**src/rtl/core_ctrl_pkg.sv**
```systemverilog
// Shared types and defaults for the core run/step/halt sequencer.
package core_ctrl_pkg;

    typedef enum logic [2:0] {
        StPause,
        StRun,
        StStep,
        StDone,
        StTimeout
    } state_e;

    typedef enum logic [1:0] {
        StatusPause   = 2'b00,
        StatusRun     = 2'b01,
        StatusDone    = 2'b10,
        StatusTimeout = 2'b11
    } status_e;

    localparam int unsigned DefCeDiv     = 10;
    localparam int unsigned DefRstHold   = 16;
    localparam int unsigned DefMaxCycles = 1_000_000;

    function automatic status_e status_of(state_e s);
        status_e st;
        case (s)
            StRun, StStep: st = StatusRun;
            StDone:        st = StatusDone;
            StTimeout:     st = StatusTimeout;
            default:       st = StatusPause;
        endcase
        return st;
    endfunction

endpackage

```
**src/rtl/core_run_ctrl_if.sv**
```systemverilog
// Button/halt inputs and core-control outputs of the run controller.
interface core_run_ctrl_if;

    logic        btn_run;
    logic        btn_step;
    logic        btn_clear;
    logic        hlt;
    logic [31:0] result_in;
    logic        core_ce;
    logic        core_rst;
    logic [31:0] result_q;
    logic        result_valid;
    logic [31:0] cycle_cnt;
    logic [1:0]  status;

    modport master (
        output btn_run, btn_step, btn_clear, hlt, result_in,
        input  core_ce, core_rst, result_q, result_valid, cycle_cnt, status
    );

    modport slave (
        input  btn_run, btn_step, btn_clear, hlt, result_in,
        output core_ce, core_rst, result_q, result_valid, cycle_cnt, status
    );

endinterface

```
**src/rtl/btn_edge.sv**
```systemverilog
// Two-flop synchroniser for a raw button followed by a registered rising-edge pulse.
module btn_edge (
    input  logic clk_i,
    input  logic rst_ni,
    input  logic btn_i,
    output logic pe_o
);

    logic [1:0] sync_q;
    logic       prev_q;
    logic       pe_q;

    always_ff @(posedge clk_i or negedge rst_ni) begin
        if (!rst_ni) begin
            sync_q <= 2'b00;
            prev_q <= 1'b0;
            pe_q   <= 1'b0;
        end else begin
            sync_q <= {sync_q[0], btn_i};
            prev_q <= sync_q[1];
            pe_q   <= sync_q[1] & ~prev_q;
        end
    end

    assign pe_o = pe_q;

endmodule

```
**src/rtl/core_run_ctrl.sv**
```systemverilog
// Run/step/halt sequencer: gates the core with a one-cycle clock enable, holds core reset,
// counts issued core cycles and captures the halted result.
module core_run_ctrl
    import core_ctrl_pkg::*;
#(
    parameter int unsigned CE_DIV     = DefCeDiv,
    parameter int unsigned RST_HOLD   = DefRstHold,
    parameter int unsigned MAX_CYCLES = DefMaxCycles
) (
    input logic            clk_100MHz,
    input logic            reset,
    core_run_ctrl_if.slave bus
);

    localparam int unsigned PrescW = (CE_DIV > 1) ? $clog2(CE_DIV) : 1;
    localparam int unsigned HoldW  = (RST_HOLD > 0) ? $clog2(RST_HOLD + 1) : 1;
    localparam logic [PrescW-1:0] PrescLast = PrescW'(CE_DIV - 1);

    logic run_pe, step_pe, clear_pe;

    btn_edge u_run_edge (
        .clk_i (clk_100MHz),
        .rst_ni(reset),
        .btn_i (bus.btn_run),
        .pe_o  (run_pe)
    );

    btn_edge u_step_edge (
        .clk_i (clk_100MHz),
        .rst_ni(reset),
        .btn_i (bus.btn_step),
        .pe_o  (step_pe)
    );

    btn_edge u_clear_edge (
        .clk_i (clk_100MHz),
        .rst_ni(reset),
        .btn_i (bus.btn_clear),
        .pe_o  (clear_pe)
    );

    state_e            state_q, state_d;
    status_e           status_q;
    logic [PrescW-1:0] presc_q, presc_d;
    logic [HoldW-1:0]  hold_q, hold_d;
    logic              core_rst_q, core_rst_d;
    logic              core_ce_q, core_ce_d;
    logic [31:0]       result_q, result_d;
    logic              valid_q, valid_d;
    logic [31:0]       cnt_q, cnt_d;
    logic [31:0]       cnt_inc;
    logic              run_go, step_go, clear_go;

    // Buttons are meaningless while the core itself is held in reset.
    assign run_go   = run_pe & ~core_rst_q;
    assign step_go  = step_pe & ~core_rst_q;
    assign clear_go = clear_pe & ~core_rst_q;
    assign cnt_inc  = (cnt_q != 32'hFFFF_FFFF) ? cnt_q + 32'd1 : cnt_q;

    always_comb begin
        state_d    = state_q;
        presc_d    = presc_q;
        hold_d     = (hold_q != '0) ? hold_q - HoldW'(1) : hold_q;
        core_rst_d = (hold_d != '0);
        core_ce_d  = 1'b0;
        result_d   = result_q;
        valid_d    = valid_q;
        cnt_d      = cnt_q;

        if (clear_go) begin
            state_d    = StPause;
            hold_d     = HoldW'(RST_HOLD);
            core_rst_d = 1'b1;
            cnt_d      = '0;
            valid_d    = 1'b0;
            presc_d    = '0;
        end else if (bus.hlt && (state_q inside {StPause, StRun, StStep})) begin
            state_d  = StDone;
            result_d = bus.result_in;
            valid_d  = 1'b1;
        end else begin
            case (state_q)
                StPause: begin
                    if (run_go) begin
                        state_d = StRun;
                        presc_d = '0;
                    end else if (step_go) begin
                        state_d = StStep;
                    end
                end
                StRun: begin
                    if (run_go) begin
                        state_d = StPause;
                        presc_d = '0;
                    end else if (cnt_q >= MAX_CYCLES) begin
                        state_d  = StTimeout;
                        result_d = bus.result_in;
                    end else if (presc_q == PrescLast) begin
                        presc_d   = '0;
                        core_ce_d = 1'b1;
                        cnt_d     = cnt_inc;
                    end else begin
                        presc_d = presc_q + PrescW'(1);
                    end
                end
                StStep: begin
                    core_ce_d = 1'b1;
                    cnt_d     = cnt_inc;
                    state_d   = StPause;
                end
                StDone, StTimeout: ;
                default: state_d = StPause;
            endcase
        end
    end

    always_ff @(posedge clk_100MHz or negedge reset) begin
        if (!reset) begin
            state_q    <= StPause;
            status_q   <= StatusPause;
            presc_q    <= '0;
            hold_q     <= HoldW'(RST_HOLD);
            core_rst_q <= 1'b1;
            core_ce_q  <= 1'b0;
            result_q   <= '0;
            valid_q    <= 1'b0;
            cnt_q      <= '0;
        end else begin
            state_q    <= state_d;
            status_q   <= status_of(state_d);
            presc_q    <= presc_d;
            hold_q     <= hold_d;
            core_rst_q <= core_rst_d;
            core_ce_q  <= core_ce_d;
            result_q   <= result_d;
            valid_q    <= valid_d;
            cnt_q      <= cnt_d;
        end
    end

    assign bus.core_ce      = core_ce_q;
    assign bus.core_rst     = core_rst_q;
    assign bus.result_q     = result_q;
    assign bus.result_valid = valid_q;
    assign bus.cycle_cnt    = cnt_q;
    assign bus.status       = status_q;

endmodule

```
**src/flat_wrapper.sv**
```systemverilog
// flat-port wrapper written by rule: the top's interface ports become plain ports
module core_run_ctrl_flat import core_ctrl_pkg::*;
#(
    parameter int unsigned CE_DIV     = DefCeDiv,
    parameter int unsigned RST_HOLD   = DefRstHold,
    parameter int unsigned MAX_CYCLES = DefMaxCycles
)
  (clk_100MHz, reset, bus_btn_run, bus_btn_step, bus_btn_clear, bus_hlt, bus_result_in, bus_core_ce, bus_core_rst, bus_result_q, bus_result_valid, bus_cycle_cnt, bus_status);
  core_run_ctrl_if bus_i ();
  input logic clk_100MHz;
  input logic reset;
  input wire logic [$bits(bus_i.btn_run)-1:0] bus_btn_run;
  input wire logic [$bits(bus_i.btn_step)-1:0] bus_btn_step;
  input wire logic [$bits(bus_i.btn_clear)-1:0] bus_btn_clear;
  input wire logic [$bits(bus_i.hlt)-1:0] bus_hlt;
  input wire logic [$bits(bus_i.result_in)-1:0] bus_result_in;
  output wire logic [$bits(bus_i.core_ce)-1:0] bus_core_ce;
  output wire logic [$bits(bus_i.core_rst)-1:0] bus_core_rst;
  output wire logic [$bits(bus_i.result_q)-1:0] bus_result_q;
  output wire logic [$bits(bus_i.result_valid)-1:0] bus_result_valid;
  output wire logic [$bits(bus_i.cycle_cnt)-1:0] bus_cycle_cnt;
  output wire logic [$bits(bus_i.status)-1:0] bus_status;
  assign bus_i.btn_run = bus_btn_run;
  assign bus_i.btn_step = bus_btn_step;
  assign bus_i.btn_clear = bus_btn_clear;
  assign bus_i.hlt = bus_hlt;
  assign bus_i.result_in = bus_result_in;
  assign bus_core_ce = bus_i.core_ce;
  assign bus_core_rst = bus_i.core_rst;
  assign bus_result_q = bus_i.result_q;
  assign bus_result_valid = bus_i.result_valid;
  assign bus_cycle_cnt = bus_i.cycle_cnt;
  assign bus_status = bus_i.status;
  core_run_ctrl #(.CE_DIV(CE_DIV), .RST_HOLD(RST_HOLD), .MAX_CYCLES(MAX_CYCLES)) u_core (.clk_100MHz(clk_100MHz), .reset(reset), .bus(bus_i));
endmodule
```
**config.mk**
```make
export PLATFORM = sky130hd
export DESIGN_NAME = core_run_ctrl_flat
export DESIGN_NICKNAME = d
export VERILOG_FILES = /design/src/rtl/core_ctrl_pkg.sv /design/src/rtl/core_run_ctrl_if.sv /design/src/rtl/btn_edge.sv /design/src/rtl/core_run_ctrl.sv /design/src/flat_wrapper.sv
export SDC_FILE = /design/constraint.sdc
export NUM_CORES = 1
export LEC_CHECK = 0
export CAP_MARGIN = 20
export CORE_ASPECT_RATIO = 0.6
export CORE_MARGIN = 1.5
export CORE_UTILIZATION = 49
export DETAILED_ROUTE_END_ITERATION = 10
export PLACE_DENSITY = 0.81
export REMOVE_ABC_BUFFERS = 1
export SLEW_MARGIN = 10
export SYNTH_ARGS = -nofsm -noshare
export SYNTH_HDL_FRONTEND = slang
export SYNTH_SLANG_ARGS = --single-unit
export TNS_END_PERCENT = 50
```
**constraint.sdc**
```tcl
create_clock -name clk_100MHz -period 3.4 [get_ports clk_100MHz]
set_clock_uncertainty 0.05 [all_clocks]
set_input_delay 0.85 -clock clk_100MHz [delete_from_list [all_inputs] [get_ports clk_100MHz]]
set_output_delay 0.85 -clock clk_100MHz [all_outputs]
set_load 0.01 [all_outputs]
```
==> flow_summary.ini, run 1 <==
[floorplanning]
coreArea_um2 = 8460
die_x_um = 123
rows = 26
chipHeight_um = 75.1
die_area_um2 = 9250
initial_core_util = 0.502
ios = 107

[timing]
slew_headroom = 0.664
rsz0062_at_grt = no
period_minus_slack_ns = 3.00
finalCritPeriodShare = 0.882
worst_pin_slew_ns = 0.499
finalHoldViolCount = 0
finalSetupTns_ns = 0
fmax_ghz = 0.334
final-max-slew-violation-count = 0
setup_violations = 0

[layout]
nets = 543
drive_above_1_share = 0.125
final_area_um2 = 5710
syn_to_final_growth_pct = 34.5
antennaDiodeCount = 0
final_util = 0.675

[route]
drc = 0
drt_first_pass_iters = 5
vias = 3539
drt_iter0_markers = 292
wl_um = 10400
via_per_inst = 5.74
post_drt_wl_per_cell_um = 16.9
ant_nets = 0

[global_routing]
grt_pass1_wl_um = 16700
overflow = 0
antenna_found_initial = 0
grt_max_degree = 94
grt_pass1_vias = 3359
grt_use_total = 0.233

[logic_synthesis]
synthFlopType = dfrtp_1
synth_warnings = 0
syn-cell-area_um2 = 4250
synthCells = 394
synthArstFlopShare = 1.00
synth.distinct_cells = 48
synth_edf_count = 0
post_synth.cell_area_avg_um2 = 10.8
synth-seq-cells = 93
ys_seq_area_frac = 0.549

[clock_tree]
clock_latency_ns = 0.34
cts_sinks = 93
cts_hold_buf = 0
cts_setup_buffers = 0
cts_buffers = 9
cts_tree = yes
ctsResizeCount = 0
clk_pin_slew_ns = 0.07
h-tree-depth = 3
root_buffer = clkbuf_16
ctsLongestPathBuffers = 2

[power]
seq_power_share = 0.404
intPower_mw = 2.77
p_per_area_nw_per_um2 = 717
p_leak_nw = 2.32
switching_power_mw = 1.32
comb_power_share = 0.371
swShare = 0.323
p_clk_frac = 0.225
ir_drop_mv = 0.351

[critical_path]
cp_max_fo = 57
cp-start-kind = flop
end_kind = flop
worstPathArrival_ns = 3.21
critical_path_class = flop to flop
crit_required_ns = 3.62

[placed_design]
place_area_um2 = 5440
place_congestion = 0.816
place_hpwl_um = 7260
io_buffers = 106

[min_path]
hp-class = flop to flop

[flow_run]
drv_cap = 0

[status]
status = complete, no violations
-- power groups by stage --
stage	Sequential, mW	Combinational (mW)	Clock, mW
final	1.66	1.52	0.921
after global routing	1.70	1.65	0.981
after CTS	1.66	1.53	0.939
after detailed placement	1.67	1.52	0
after global placement	1.64	1.47	0
after floorplan	1.74	0.679	0
-- worst max-delay path, stage by stage (launching register included) --
cell and delay (ns):
dfrtp_1 0.46, or4_1 0.54, o311a_1 0.41, nor4_4 0.40
o21ai_2 0.08, buf_4 0.28, or4_1 0.56, a21oi_1 0.15
-- metrics by stage --
stage	worst slack (ns)	power, mW	hold slack [ns]	std cells
2_1_floorplan	-0.123	2.42	0.281	377
3_3_place_gp	0.272	3.11	0.283	601
3_5_place_dp	0.166	3.19	0.289	601
4_1_cts	0.429	4.12	0.304	617
5_1_grt	0.297	4.33	0.312	617
6_report	0.402	4.10	0.297	617
-- layout make-up --
class / count / area, um2
clock inverters: 5 / 36.3
repair buffers: 112 / 1120
multi-input cells: 270 / 1800
inverters: 14 / 52.6
fillers: 640 / 2750
well taps: 112 / 140
clock buffers: 11 / 233
flip-flops and latches: 93 / 2330
-- Yosys cell counts (all sizes together), types with 3 or more instances --
master  count  share of area
nor2b       4         0.0059
o31ai      10          0.018
nor4        7          0.014
or2         3         0.0044
nor3       10          0.012
dfrtp      91           0.54
or3        16          0.024
clkbuf     14          0.012
a21oi      28          0.033
inv        14          0.012
nand2      28          0.025
mux2       32          0.085
o21a        4         0.0071
nand4      11          0.016
ha          5          0.015
o21ai      21          0.026
nand2b      3         0.0044
or4        12          0.021
nor3b       4         0.0071
buf         3         0.0035
nor2       20          0.018
xnor2       4         0.0083
and3        5         0.0074
and4        5          0.010
nand3      14          0.017
-- sequential cells by signal, indices dropped and copies added, names as in the netlist, 2 cells and up --
register and cells:
u_core.u_step_edge.sync_q 2, u_core.presc_q 4, u_core.bus.cycle_cnt 32, u_core.hold_q 5
u_core.bus.status 2, u_core.bus.result_q 32, u_core.u_clear_edge.sync_q 2, u_core.state_q 3
u_core.u_run_edge.sync_q 2
-- layout by cell type (no fill, tap or decap), types with 4 or more instances in the layout --
| cell type | count |
|---|---|
| a21oi_1 | 28 |
| and3_1 | 5 |
| and4_1 | 5 |
| buf_4 | 6 |
| clkbuf_16 | 9 |
| clkdlybuf4s50_1 | 105 |
| dfrtp_1 | 91 |
| ha_1 | 5 |
| inv_1 | 14 |
| mux2_2 | 32 |
| nand2_1 | 28 |
| nand3_1 | 14 |
| nand4_1 | 11 |
| nor2_1 | 20 |
| nor3_1 | 10 |
| nor3b_1 | 4 |
| nor4_1 | 6 |
| o21a_1 | 4 |
| o21ai_0 | 20 |
| o31ai_1 | 10 |
| or3_1 | 16 |
| or4_1 | 12 |
| xnor2_1 | 4 |
-- routing by layer --
layer / up-vias / part of all wire / GRT usage
li1: 1658 / - / -
met1: 1764 / 0.46 / 0.337
met2: 103 / 0.48 / 0.352
met3: 14 / 0.053 / 0.0591
met4: 0 / 0.0097 / 0.0664
met5: - / 0 / 0
-- worst paths after layout --
check	slack [ns]	cells past startpoint	to	from
setup / recovery	0.40	7	u_core.bus.cycle_cnt[19]	u_core.bus.cycle_cnt[12]
hold / removal	0.30	0	u_core.u_step_edge.sync_q[1]	u_core.u_step_edge.sync_q[0]
max in group asynchronous	2.42	2	u_core.bus.core_rst	reset
min in group asynchronous	0.49	2	u_core.bus.cycle_cnt[0]	reset
setup reg to reg	0.40	7	u_core.bus.cycle_cnt[19]	u_core.bus.cycle_cnt[12]
hold reg to reg	0.30	0	u_core.u_step_edge.sync_q[1]	u_core.u_step_edge.sync_q[0]
-- kinds of logic after synthesis --
| kind of cell | count (synthesis) | synth area share |
|---|---|---|
| simple gates | 147 | 0.194 |
| flops | 93 | 0.549 |
| compound gates | 79 | 0.114 |
| mux | 33 | 0.0872 |
| buf+inv | 31 | 0.0283 |
| xor+xnor | 6 | 0.0124 |
| fa+ha+maj | 5 | 0.0147 |
Power figures use the tool's default switching activity.
==> inputs of run 2 (changes only) <==
--- a/config.mk
+++ b/config.mk
@@ -8,9 +8,9 @@
 export CAP_MARGIN = 20
 export CORE_ASPECT_RATIO = 0.6
 export CORE_MARGIN = 1.5
-export CORE_UTILIZATION = 49
+export CORE_UTILIZATION = 40
 export DETAILED_ROUTE_END_ITERATION = 10
-export PLACE_DENSITY = 0.81
+export PLACE_DENSITY = 0.68
 export REMOVE_ABC_BUFFERS = 1
 export SLEW_MARGIN = 10
 export SYNTH_ARGS = -nofsm -noshare
==> flow_summary.ini, run 2 (same netlist as run 1, synthesis figures left out) <==
[status]
status = complete, no violations

[power]
p_total_mw = 4.08
p_per_area_nw_per_um2 = 710
ir_drop_mv = 0.313
p_leak_nw = 2.33

[clock_tree]
clock_latency_ns = 0.34
cts_sinks = 93
ctsResizeCount = 0
clk_pin_slew_ns = 0.07
cts_buffers = 9
cts_hold_buf = 0
h-tree-depth = 3
root_buffer = clkbuf_16
cts_tree = yes
ctsLongestPathBuffers = 2
cts_setup_buffers = 0

[timing]
worst_pin_slew_ns = 0.782
fmax_ghz = 0.337
setup_violations = 0
finalHoldViolCount = 0
rsz0062_at_grt = no
slew_headroom = 0.479
final-max-slew-violation-count = 0
worst_hold_slack_ns = 0.299
period_minus_slack_ns = 2.97
finalCritPeriodShare = 0.873

[critical_path]
cp-start-kind = flop
end_kind = flop
crit_required_ns = 3.61
critical_path_class = flop to flop
worstPathArrival_ns = 3.18
cp_max_fo = 57

[floorplanning]
ios = 107
chipHeight_um = 82.8
die_area_um2 = 11300
initial_core_util = 0.421
rows = 28
die_x_um = 136
coreArea_um2 = 10100

[global_routing]
antenna_found_initial = 0
grt_use_met3 = 0.0415
grt_pass1_wl_um = 17000
met1_usage = 0.284
busiest_layer = met1
grt_pass1_vias = 3327
grt_util_met2 = 0.281
grt_max_degree = 61
overflow = 0
grt_use_total = 0.191

[placed_design]
place_hpwl_um = 7340
io_buffers = 106
place_area_um2 = 5480
place_congestion = 0.811

[layout]
final_common_cell = clkdlybuf4s50_1
mostFrequentLayoutCells = clkdlybuf4s50_1, dfrtp_1, mux2_2, nand2_1, a21oi_1
num-fill-cells = 841
nets = 544
final_area_um2 = 5760
antennaDiodeCount = 0
syn_to_final_growth_pct = 35.6
drive_above_1_share = 0.128

[route]
post_drt_wl_per_cell_um = 16.0
ant_nets = 0
vias = 3457
drc = 0
via_per_inst = 5.39
wl_um = 10200
drt_iter0_markers = 239
drt_first_pass_iters = 7

[min_path]
hp-class = flop to flop

[flow_run]
drv_cap = 0
run 2: changes by cell type in the layout (fill, tap and decap cells not counted):
cell and change:
buf_4 +1, clkbuf_1 -1, clkinv_4 +1, clkinvlp_4 -1, inv_8 +1
run 2: where the power goes:
group	internal (mW)	total (mW)	switching, mW
clock	0.503	0.940	0.437
combinational	0.852	1.49	0.642
sequential	1.42	1.65	0.227
total	2.78	4.08	1.31
run 2: through the flow:
stage,setup slack (ns),cells,utilization,setup TNS [ns]
after detailed placement,0.258,625,0.543,0
after global routing,0.267,641,0.571,0
after floorplan,-0.123,377,-,-3.95
after CTS,0.445,641,0.571,0
after global placement,0.352,625,0.543,0
final,0.431,641,0.571,0
run 2: final timing paths:
| kind | start | end | slack, ns | cells after the start |
|---|---|---|---|---|
| max in group asynchronous | reset | u_core.bus.core_rst | 2.07 | 2 |
| worst max-delay path | u_core.bus.cycle_cnt[12] | u_core.bus.cycle_cnt[19] | 0.43 | 7 |
| worst max register to register | u_core.bus.cycle_cnt[12] | u_core.bus.cycle_cnt[19] | 0.43 | 7 |
| worst min-delay path | u_core.u_step_edge.sync_q[0] | u_core.u_step_edge.sync_q[1] | 0.30 | 0 |
| worst min register to register | u_core.u_step_edge.sync_q[0] | u_core.u_step_edge.sync_q[1] | 0.30 | 0 |
| min in group asynchronous | reset | u_core.bus.cycle_cnt[4] | 0.52 | 1 |
run 2: per-layer routing:
metal  routed length [um]  up-vias
met5                    0        -
met4                  110        0
met3                  443       14
met2                 4820       63
met1                 4870     1713
li1                     -     1667
run 2: cell type report:
type                            count  area [um2]  area share
Timing Repair Buffer              113        1120       0.195
Clock buffer                       10         229      0.0398
Multi-Input combinational cell    270        1800       0.313
Inverter                           14        52.6     0.00913
Tap cell                          135         169      0.0293
Clock inverter                      6        48.8     0.00848
Sequential cell                    93        2330       0.405
run 2: worst max-delay path, cell delays in order (launching register included):
cell and delay, ns:
dfrtp_1 0.45, or4_1 0.54, o311a_1 0.41, nor4_4 0.38, o21ai_2 0.07, buf_4 0.27
or4_1 0.54, a21oi_1 0.17
